==> src/rtl/multicycle_controller_if.sv <==
// Shared memory port between the multicycle sequencer and the memory.
//   mem_req   : access request, held for the whole wait state
//   mem_we    : 1 = write (store), meaningful only with mem_req
//   iord      : address select, 0 = PC, 1 = ALUOut
//   mem_ready : memory completes the current request this cycle
// master = controller side, slave = memory side.
interface multicycle_controller_if;
  logic mem_req;
  logic mem_we;
  logic iord;
  logic mem_ready;

  modport master (
    output mem_req,
    output mem_we,
    output iord,
    input  mem_ready
  );

  modport slave (
    input  mem_req,
    input  mem_we,
    input  iord,
    output mem_ready
  );
endinterface

==> src/rtl/multicycle_controller.sv <==
// Multi-cycle sequencer for the RV32 datapath. Each instruction is stepped
// through FETCH/DECODE/EXECUTE/MEM/WB; every state drives datapath selects and
// write enables and uses one shared memory port (req/ready).
// Also contains a memory-wait watchdog, an illegal-opcode trap and a counter of
// retired instructions.
// Ports:
//   clk, rst_n     clock, asynchronous active-low reset
//   run            level enable, sampled in IDLE and at instruction retire
//   opcode         IR[6:0], stable from DECODE until retire
//   zero           ALU zero flag (qualifies the branch PC write)
//   mem            memory handshake (master modport)
//   ir_write .. mem_to_reg   datapath controls, decoded from the current state
//   state          current state code (debug)
//   illegal        sticky, trapped on an undecodable opcode
//   timeout        sticky, trapped on watchdog expiry
//   retired        retired-instruction count, wraps
module multicycle_controller #(
  parameter int unsigned MEM_TIMEOUT = 16,
  parameter int unsigned WDOG_W      = 8,
  parameter int unsigned COUNT_W     = 32
) (
  input  logic                   clk,
  input  logic                   rst_n,
  input  logic                   run,
  input  logic [6:0]             opcode,
  input  logic                   zero,
  multicycle_controller_if.master mem,
  output logic                   ir_write,
  output logic                   pc_write,
  output logic                   pc_src,
  output logic                   alu_src_a,
  output logic [1:0]             alu_src_b,
  output logic [1:0]             alu_op,
  output logic                   reg_write,
  output logic                   mem_to_reg,
  output logic [3:0]             state,
  output logic                   illegal,
  output logic                   timeout,
  output logic [COUNT_W-1:0]     retired
);

  typedef enum logic [3:0] {
    S_IDLE      = 4'd0,
    S_FETCH     = 4'd1,
    S_DECODE    = 4'd2,
    S_MEM_ADDR  = 4'd3,
    S_MEM_READ  = 4'd4,
    S_MEM_WB    = 4'd5,
    S_MEM_WRITE = 4'd6,
    S_EXECUTE   = 4'd7,
    S_ALU_WB    = 4'd8,
    S_BRANCH    = 4'd9,
    S_TRAP      = 4'd15
  } state_t;

  localparam logic [6:0] OP_LOAD   = 7'b0000011;
  localparam logic [6:0] OP_STORE  = 7'b0100011;
  localparam logic [6:0] OP_RTYPE  = 7'b0110011;
  localparam logic [6:0] OP_BRANCH = 7'b1100011;

  // One extra bit so the incremented count can be compared without wrapping.
  localparam logic [WDOG_W:0] WDOG_LIMIT = (WDOG_W+1)'(MEM_TIMEOUT);
  localparam bit              WDOG_EN    = (MEM_TIMEOUT != 32'd0);

  state_t              state_r;
  logic [WDOG_W-1:0]   wdog_r;
  logic                illegal_r;
  logic                timeout_r;
  logic [COUNT_W-1:0]  retired_r;

  logic                wait_state_s;
  logic [WDOG_W:0]     wdog_inc_s;
  logic                expire_s;
  state_t              retire_next_s;
  logic                mem_req_s;
  logic                mem_we_s;
  logic                iord_s;

  assign wait_state_s  = (state_r == S_FETCH) || (state_r == S_MEM_READ) ||
                         (state_r == S_MEM_WRITE);
  assign wdog_inc_s    = {1'b0, wdog_r} + (WDOG_W+1)'(1'b1);
  // A ready in the expiry cycle still completes the access normally.
  assign expire_s      = WDOG_EN && wait_state_s && !mem.mem_ready &&
                         (wdog_inc_s >= WDOG_LIMIT);
  assign retire_next_s = run ? S_FETCH : S_IDLE;

  // Sequencer: state, watchdog, sticky trap flags and retire counter.
  always_ff @(posedge clk or negedge rst_n) begin
    if (!rst_n) begin
      state_r   <= S_IDLE;
      wdog_r    <= '0;
      illegal_r <= 1'b0;
      timeout_r <= 1'b0;
      retired_r <= '0;
    end else begin
      // Watchdog only survives a cycle spent waiting in the same state, so it
      // is implicitly cleared on entry to every wait state.
      wdog_r <= '0;
      case (state_r)
        S_IDLE: begin
          if (run) state_r <= S_FETCH;
        end
        S_FETCH: begin
          if (mem.mem_ready) begin
            state_r <= S_DECODE;
          end else if (expire_s) begin
            state_r   <= S_TRAP;
            timeout_r <= 1'b1;
          end else begin
            wdog_r <= wdog_inc_s[WDOG_W-1:0];
          end
        end
        S_DECODE: begin
          case (opcode)
            OP_LOAD, OP_STORE: state_r <= S_MEM_ADDR;
            OP_RTYPE:          state_r <= S_EXECUTE;
            OP_BRANCH:         state_r <= S_BRANCH;
            default: begin
              state_r   <= S_TRAP;
              illegal_r <= 1'b1;
            end
          endcase
        end
        S_MEM_ADDR: begin
          if (opcode == OP_LOAD) state_r <= S_MEM_READ;
          else                   state_r <= S_MEM_WRITE;
        end
        S_MEM_READ: begin
          if (mem.mem_ready) begin
            state_r <= S_MEM_WB;
          end else if (expire_s) begin
            state_r   <= S_TRAP;
            timeout_r <= 1'b1;
          end else begin
            wdog_r <= wdog_inc_s[WDOG_W-1:0];
          end
        end
        S_MEM_WRITE: begin
          if (mem.mem_ready) begin
            state_r   <= retire_next_s;
            retired_r <= retired_r + COUNT_W'(1'b1);
          end else if (expire_s) begin
            state_r   <= S_TRAP;
            timeout_r <= 1'b1;
          end else begin
            wdog_r <= wdog_inc_s[WDOG_W-1:0];
          end
        end
        S_EXECUTE: state_r <= S_ALU_WB;
        S_MEM_WB, S_ALU_WB, S_BRANCH: begin
          state_r   <= retire_next_s;
          retired_r <= retired_r + COUNT_W'(1'b1);
        end
        S_TRAP: state_r <= S_TRAP;
        // Unused encodings fall back to a quiet, restartable state.
        default: state_r <= S_IDLE;
      endcase
    end
  end

  // Datapath control decode from the current state plus mem_ready/zero.
  always_comb begin
    mem_req_s  = 1'b0;
    mem_we_s   = 1'b0;
    iord_s     = 1'b0;
    ir_write   = 1'b0;
    pc_write   = 1'b0;
    pc_src     = 1'b0;
    alu_src_a  = 1'b0;
    alu_src_b  = 2'b00;
    alu_op     = 2'b00;
    reg_write  = 1'b0;
    mem_to_reg = 1'b0;
    case (state_r)
      S_FETCH: begin
        // ALU computes PC+4 while the instruction word is being read.
        mem_req_s = 1'b1;
        alu_src_b = 2'b01;
        if (mem.mem_ready) begin
          ir_write = 1'b1;
          pc_write = 1'b1;
        end else begin
          ir_write = 1'b0;
          pc_write = 1'b0;
        end
      end
      S_DECODE: alu_src_b = 2'b11;
      S_MEM_ADDR: begin
        alu_src_a = 1'b1;
        alu_src_b = 2'b10;
      end
      S_MEM_READ: begin
        mem_req_s = 1'b1;
        iord_s    = 1'b1;
      end
      S_MEM_WB: begin
        reg_write  = 1'b1;
        mem_to_reg = 1'b1;
      end
      S_MEM_WRITE: begin
        mem_req_s = 1'b1;
        mem_we_s  = 1'b1;
        iord_s    = 1'b1;
      end
      S_EXECUTE: begin
        alu_src_a = 1'b1;
        alu_op    = 2'b10;
      end
      S_ALU_WB: reg_write = 1'b1;
      S_BRANCH: begin
        // Compare rs1-rs2; the target computed in DECODE sits in ALUOut.
        alu_src_a = 1'b1;
        alu_op    = 2'b01;
        pc_src    = 1'b1;
        pc_write  = zero;
      end
      default: begin
        mem_req_s = 1'b0;
      end
    endcase
  end

  assign mem.mem_req = mem_req_s;
  assign mem.mem_we  = mem_we_s;
  assign mem.iord    = iord_s;
  assign state       = state_r;
  assign illegal     = illegal_r;
  assign timeout     = timeout_r;
  assign retired     = retired_r;

endmodule

==> src/flat_wrapper.sv <==
// flat-port wrapper written by rule: the top's interface ports become plain ports
module multicycle_controller_flat 
#(
  parameter int unsigned MEM_TIMEOUT = 16,
  parameter int unsigned WDOG_W      = 8,
  parameter int unsigned COUNT_W     = 32
)
  (clk, rst_n, run, opcode, zero, ir_write, pc_write, pc_src, alu_src_a, alu_src_b, alu_op, reg_write, mem_to_reg, state, illegal, timeout, retired, mem_mem_req, mem_mem_we, mem_iord, mem_mem_ready);
  multicycle_controller_if mem_i ();
  input  logic clk;
  input  logic rst_n;
  input  logic run;
  input  logic [6:0] opcode;
  input  logic zero;
  output logic ir_write;
  output logic pc_write;
  output logic pc_src;
  output logic alu_src_a;
  output logic [1:0] alu_src_b;
  output logic [1:0] alu_op;
  output logic reg_write;
  output logic mem_to_reg;
  output logic [3:0] state;
  output logic illegal;
  output logic timeout;
  output logic [COUNT_W-1:0] retired;
  output wire logic [$bits(mem_i.mem_req)-1:0] mem_mem_req;
  output wire logic [$bits(mem_i.mem_we)-1:0] mem_mem_we;
  output wire logic [$bits(mem_i.iord)-1:0] mem_iord;
  input wire logic [$bits(mem_i.mem_ready)-1:0] mem_mem_ready;
  assign mem_mem_req = mem_i.mem_req;
  assign mem_mem_we = mem_i.mem_we;
  assign mem_iord = mem_i.iord;
  assign mem_i.mem_ready = mem_mem_ready;
  multicycle_controller #(.MEM_TIMEOUT(MEM_TIMEOUT), .WDOG_W(WDOG_W), .COUNT_W(COUNT_W)) u_core (.clk(clk), .rst_n(rst_n), .run(run), .opcode(opcode), .zero(zero), .mem(mem_i), .ir_write(ir_write), .pc_write(pc_write), .pc_src(pc_src), .alu_src_a(alu_src_a), .alu_src_b(alu_src_b), .alu_op(alu_op), .reg_write(reg_write), .mem_to_reg(mem_to_reg), .state(state), .illegal(illegal), .timeout(timeout), .retired(retired));
endmodule
==> config.mk <==
export PLATFORM = sky130hd
export DESIGN_NAME = multicycle_controller_flat
export DESIGN_NICKNAME = d
export VERILOG_FILES = /design/src/rtl/multicycle_controller_if.sv /design/src/rtl/multicycle_controller.sv /design/src/flat_wrapper.sv
export SDC_FILE = /design/constraint.sdc
export NUM_CORES = 1
export LEC_CHECK = 0
export CAP_MARGIN = 20
export CORE_MARGIN = 1
export CORE_UTILIZATION = 50
export DETAILED_ROUTE_END_ITERATION = 10
export PLACE_DENSITY = 0.8
export SLEW_MARGIN = 20
export SYNTH_ARGS = -nofsm -noshare
export SYNTH_HDL_FRONTEND = slang
export SYNTH_SLANG_ARGS = --single-unit
==> constraint.sdc <==
create_clock -name clk -period 1.9 [get_ports clk]
set_input_delay 0.38 -clock clk [delete_from_list [all_inputs] [get_ports clk]]
set_output_delay 0.38 -clock clk [all_outputs]
set_load 0.02 [all_outputs]
==> run_results.csv <==
group,metric,value,unit
timing,max_freq,514,MHz
outcome,status,"finished, violations left",
worst_hold_path,min_path_type,"primary input to async pin",
critical_path,crit_buf_inv,3,
layout,synthToLayoutAreaGrowth,43.9,%
layout,multi_input_area,0.00156,sq mm
place,numPlacedInstances,391,
cts,path_clk_slew,0.09,ns
critical_path,r2r_end,"u_core.retired[6]",
floorplanning,rows,26,
logic_synthesis,synth-seq-cells,46,
logic_synthesis,syn_inst,245,
timing,whs,0.459,ns
critical_path,critPathKind,"register to register",
detailed_routing,num_vias,2136,
timing,slew_headroom,66.0,%
global_routing,grt_max_degree,24,
critical_path,path_delay_family,"simple AND/OR/NAND/NOR gates",
timing,layout_min_cycle_time,1.94,ns
critical_path,cp_cell_sequence,"buf_6, buf_8, and4bb_2, a211oi_4, buf_6, and4bb_2, xor2_1",
timing,report.final.setup_viol,2,
logic_synthesis,netlist_area,0.00265,sq mm
pwr,leakage,1.94,nW
layout,nFillCells,364,
logic_synthesis,yosysMostFrequentCell,"dfrtp_1",
critical_path,crit_required,2.08,ns
global_routing,overflow,0,
detailed_routing,ant_nets,0,
cts,root_buffer,"clkbuf_8",
floorplanning,die_w,74.8,um
timing,skew,0.0110,ns
logic_synthesis,synth-edff-count,0,
cts,cts.sinks,46,
pwr,vdd_drop_max,0.996,mV
timing,rsz0062_at_grt,"yes",
logic_synthesis,yosysWarnings,0,
critical_path,reg2reg_from,"u_core.state[2]",
critical_path,cp-startpoint,"u_core.state[2]",
layout,instances_no_fill,407,
critical_path,end_kind,"register",
critical_path,crit_slowest_cell,"dfrtp_2",
place,io_buffers,62,
logic_synthesis,seq_area_frac_synth,43.5,%
floorplanning,die_area,0.00559,sq mm
global_routing,grt_pass1_wl,9070,um
place,dp_hpwl,4120,um
logic_synthesis,synth_flop_cell,"dfrtp_1",
timing,maxSlewViolCount,0,
floorplanning,num_io_pins,63,
timing,final_hold_viol_count,0,
pwr,power_density,1090,mW/mm^2
timing,post-route-period-util,102,%
cts,clock_latency,0.29,ns
cts,htreeDepth,2,
critical_path,path_depth,7,
logic_synthesis,synth_top_area_cell,"dfrtp_1",
detailed_routing,drc,0,
flow_run,maxCapViolCount,0,
outcome,violations,"setup timing",
layout,regArea,0.00115,sq mm
layout,drive_gt1_share,27.0,%
critical_path,crit_fanout,8,
detailed_routing,via_per_inst,5.25,
detailed_routing,routed_wl,5930,um
critical_path,endpoint,"u_core.retired[6]",
logic_synthesis,post-synth-top-area-fraction,43.5,%
timing,finalWorstSetupSlack,-0.0444,ns
critical_path,slowest_delay,0.45,ns
floorplanning,core,0.00511,sq mm
logic_synthesis,synth.area.top_cells,"dfrtp_1 (43%), xor2_1 (9.3%), nor4_2 (3.8%)",
detailed_routing,avgRoutedWirePerCell,14.6,um
cts,tritoncts,"done",
global_routing,grt_pass1_vias,1960,
global_routing,antenna_found_initial,0,
floorplanning,initial_core_util,51.9,%
place,gp_congestion,0.817,
layout,nets,351,
detailed_routing,first_pass_iters,4,
timing,tightest_slew,0.507,ns
global_routing,track_usage,21.1,%
logic_synthesis,synth_cell_types,65,
cts,cts_buffers,5,
layout,antenna_cells,0,
detailed_routing,dr.first_iter.drc_count,68,
floorplanning,die_y,74.8,um
critical_path,cp-start-kind,"register",
critical_path,r2r_cells,7,
timing,tns,-0.0551,ns
cts,max-clock-path-buffers,2,
logic_synthesis,syn_area_per_cell,10.8,sq um
critical_path,cp.arrival,2.12,ns
logic_synthesis,synth_commonest_cells,"dfrtp_1 (46), xor2_1 (28), nand2_1 (18)",
critical_path,r2r_slack,-0.04,ns
logic_synthesis,synthArstFlopShare,100,%
[power by group]
group          switching [mW]  leakage (nW)  internal [mW]
clock                   0.315        0.0452          0.260
combinational            1.23          1.29           1.15
sequential              0.118         0.606           1.09
total                    1.66          1.94           2.50
[worst register-to-register path, stage by stage, from the launching register on]
cell and delay [ns]:
dfrtp_2 0.45, buf_6 0.14, buf_8 0.13, and4bb_2 0.25, a211oi_4 0.31, buf_6 0.19
and4bb_2 0.25, xor2_1 0.13
[layer usage]
metal  GRT usage, %  up-vias  part of all wire, %
met3           4.15        6                  3.2
met5              0        -                    0
met2           33.5       54                   48
met4           5.45        0                  1.3
li1               -     1055                    -
met1           29.7     1021                   47
[metrics by stage]
stage	utilization (%)	worst slack, ns	area [sq um]	total power, mW
global placement	68.6	-0.138	3500	3.32
floorplan	-	-0.0460	2680	2.51
global route	74.6	-0.104	3810	4.39
CTS	70.8	-0.0631	3620	3.92
detailed placement	68.6	-0.184	3500	3.36
finish	74.6	-0.0444	3810	4.17
[state kept, by name, summed over array words and instances, names as in the netlist]
register	flops
u_core.retired	32
u_core.wdog_r	8
u_core.state	4
u_core.illegal	1
u_core.timeout	1
[worst min-delay path by stage]
stage               cells past startpoint  slack [ns]                 end   from
finish                                  2        0.46  u_core.retired[29]  rst_n
global route                            2        0.49  u_core.retired[29]  rst_n
CTS                                     2        0.46  u_core.retired[29]  rst_n
detailed placement                      1        0.25  u_core.retired[29]  rst_n
global placement                        1        0.24  u_core.retired[29]  rst_n
floorplan                               0        0.08      u_core.illegal  rst_n
[cell families after synthesis]
group                      Yosys count  share of synthesized area (%)
and+or+nand+nor                    110                           29.6
DFF                                 46                           43.5
xor gates and xnor gates            34                           11.2
AOI/OAI and AO/OA                   27                           8.31
buffers and inverters               22                           5.01
adders and majority gates            4                           1.80
other                                1                          0.142
muxes                                1                          0.425
[layout by cell type (no fill, tap or decap), types with 4 or more instances in the layout]
cell type	count
and3_1	4
xnor2_1	6
inv_1	6
buf_6	8
clkbuf_8	5
nand3_1	8
and4_1	6
nor3_1	10
clkdlybuf4s50_1	44
conb_1	4
dfrtp_1	44
nand2_1	17
buf_2	5
nor2_1	12
nand2b_1	4
nor4b_4	5
buf_4	26
xor2_1	28
dlygate4sd2_1	4
nor4_4	9
[area by class of cell]
| type | count | area share [%] |
|---|---|---|
| Clock inverter | 2 | 0.361 |
| Inverter | 6 | 0.591 |
| Tap cell | 70 | 2.30 |
| Multi-Input combinational cell | 180 | 41.0 |
| Sequential cell | 46 | 30.3 |
| Clock buffer | 6 | 1.90 |
| Timing Repair Buffer | 97 | 23.6 |
[repair_timing]
item                       CTS  global route
gates cloned                 0             0
setup endpoints to repair   16            41
hold buffers                 1             0
buffers inserted             3             4
pin swaps                    4            16
hold endpoints to repair     7             0
gates resized for setup     45            42
Note: power is estimated with default switching activity, not from simulation.
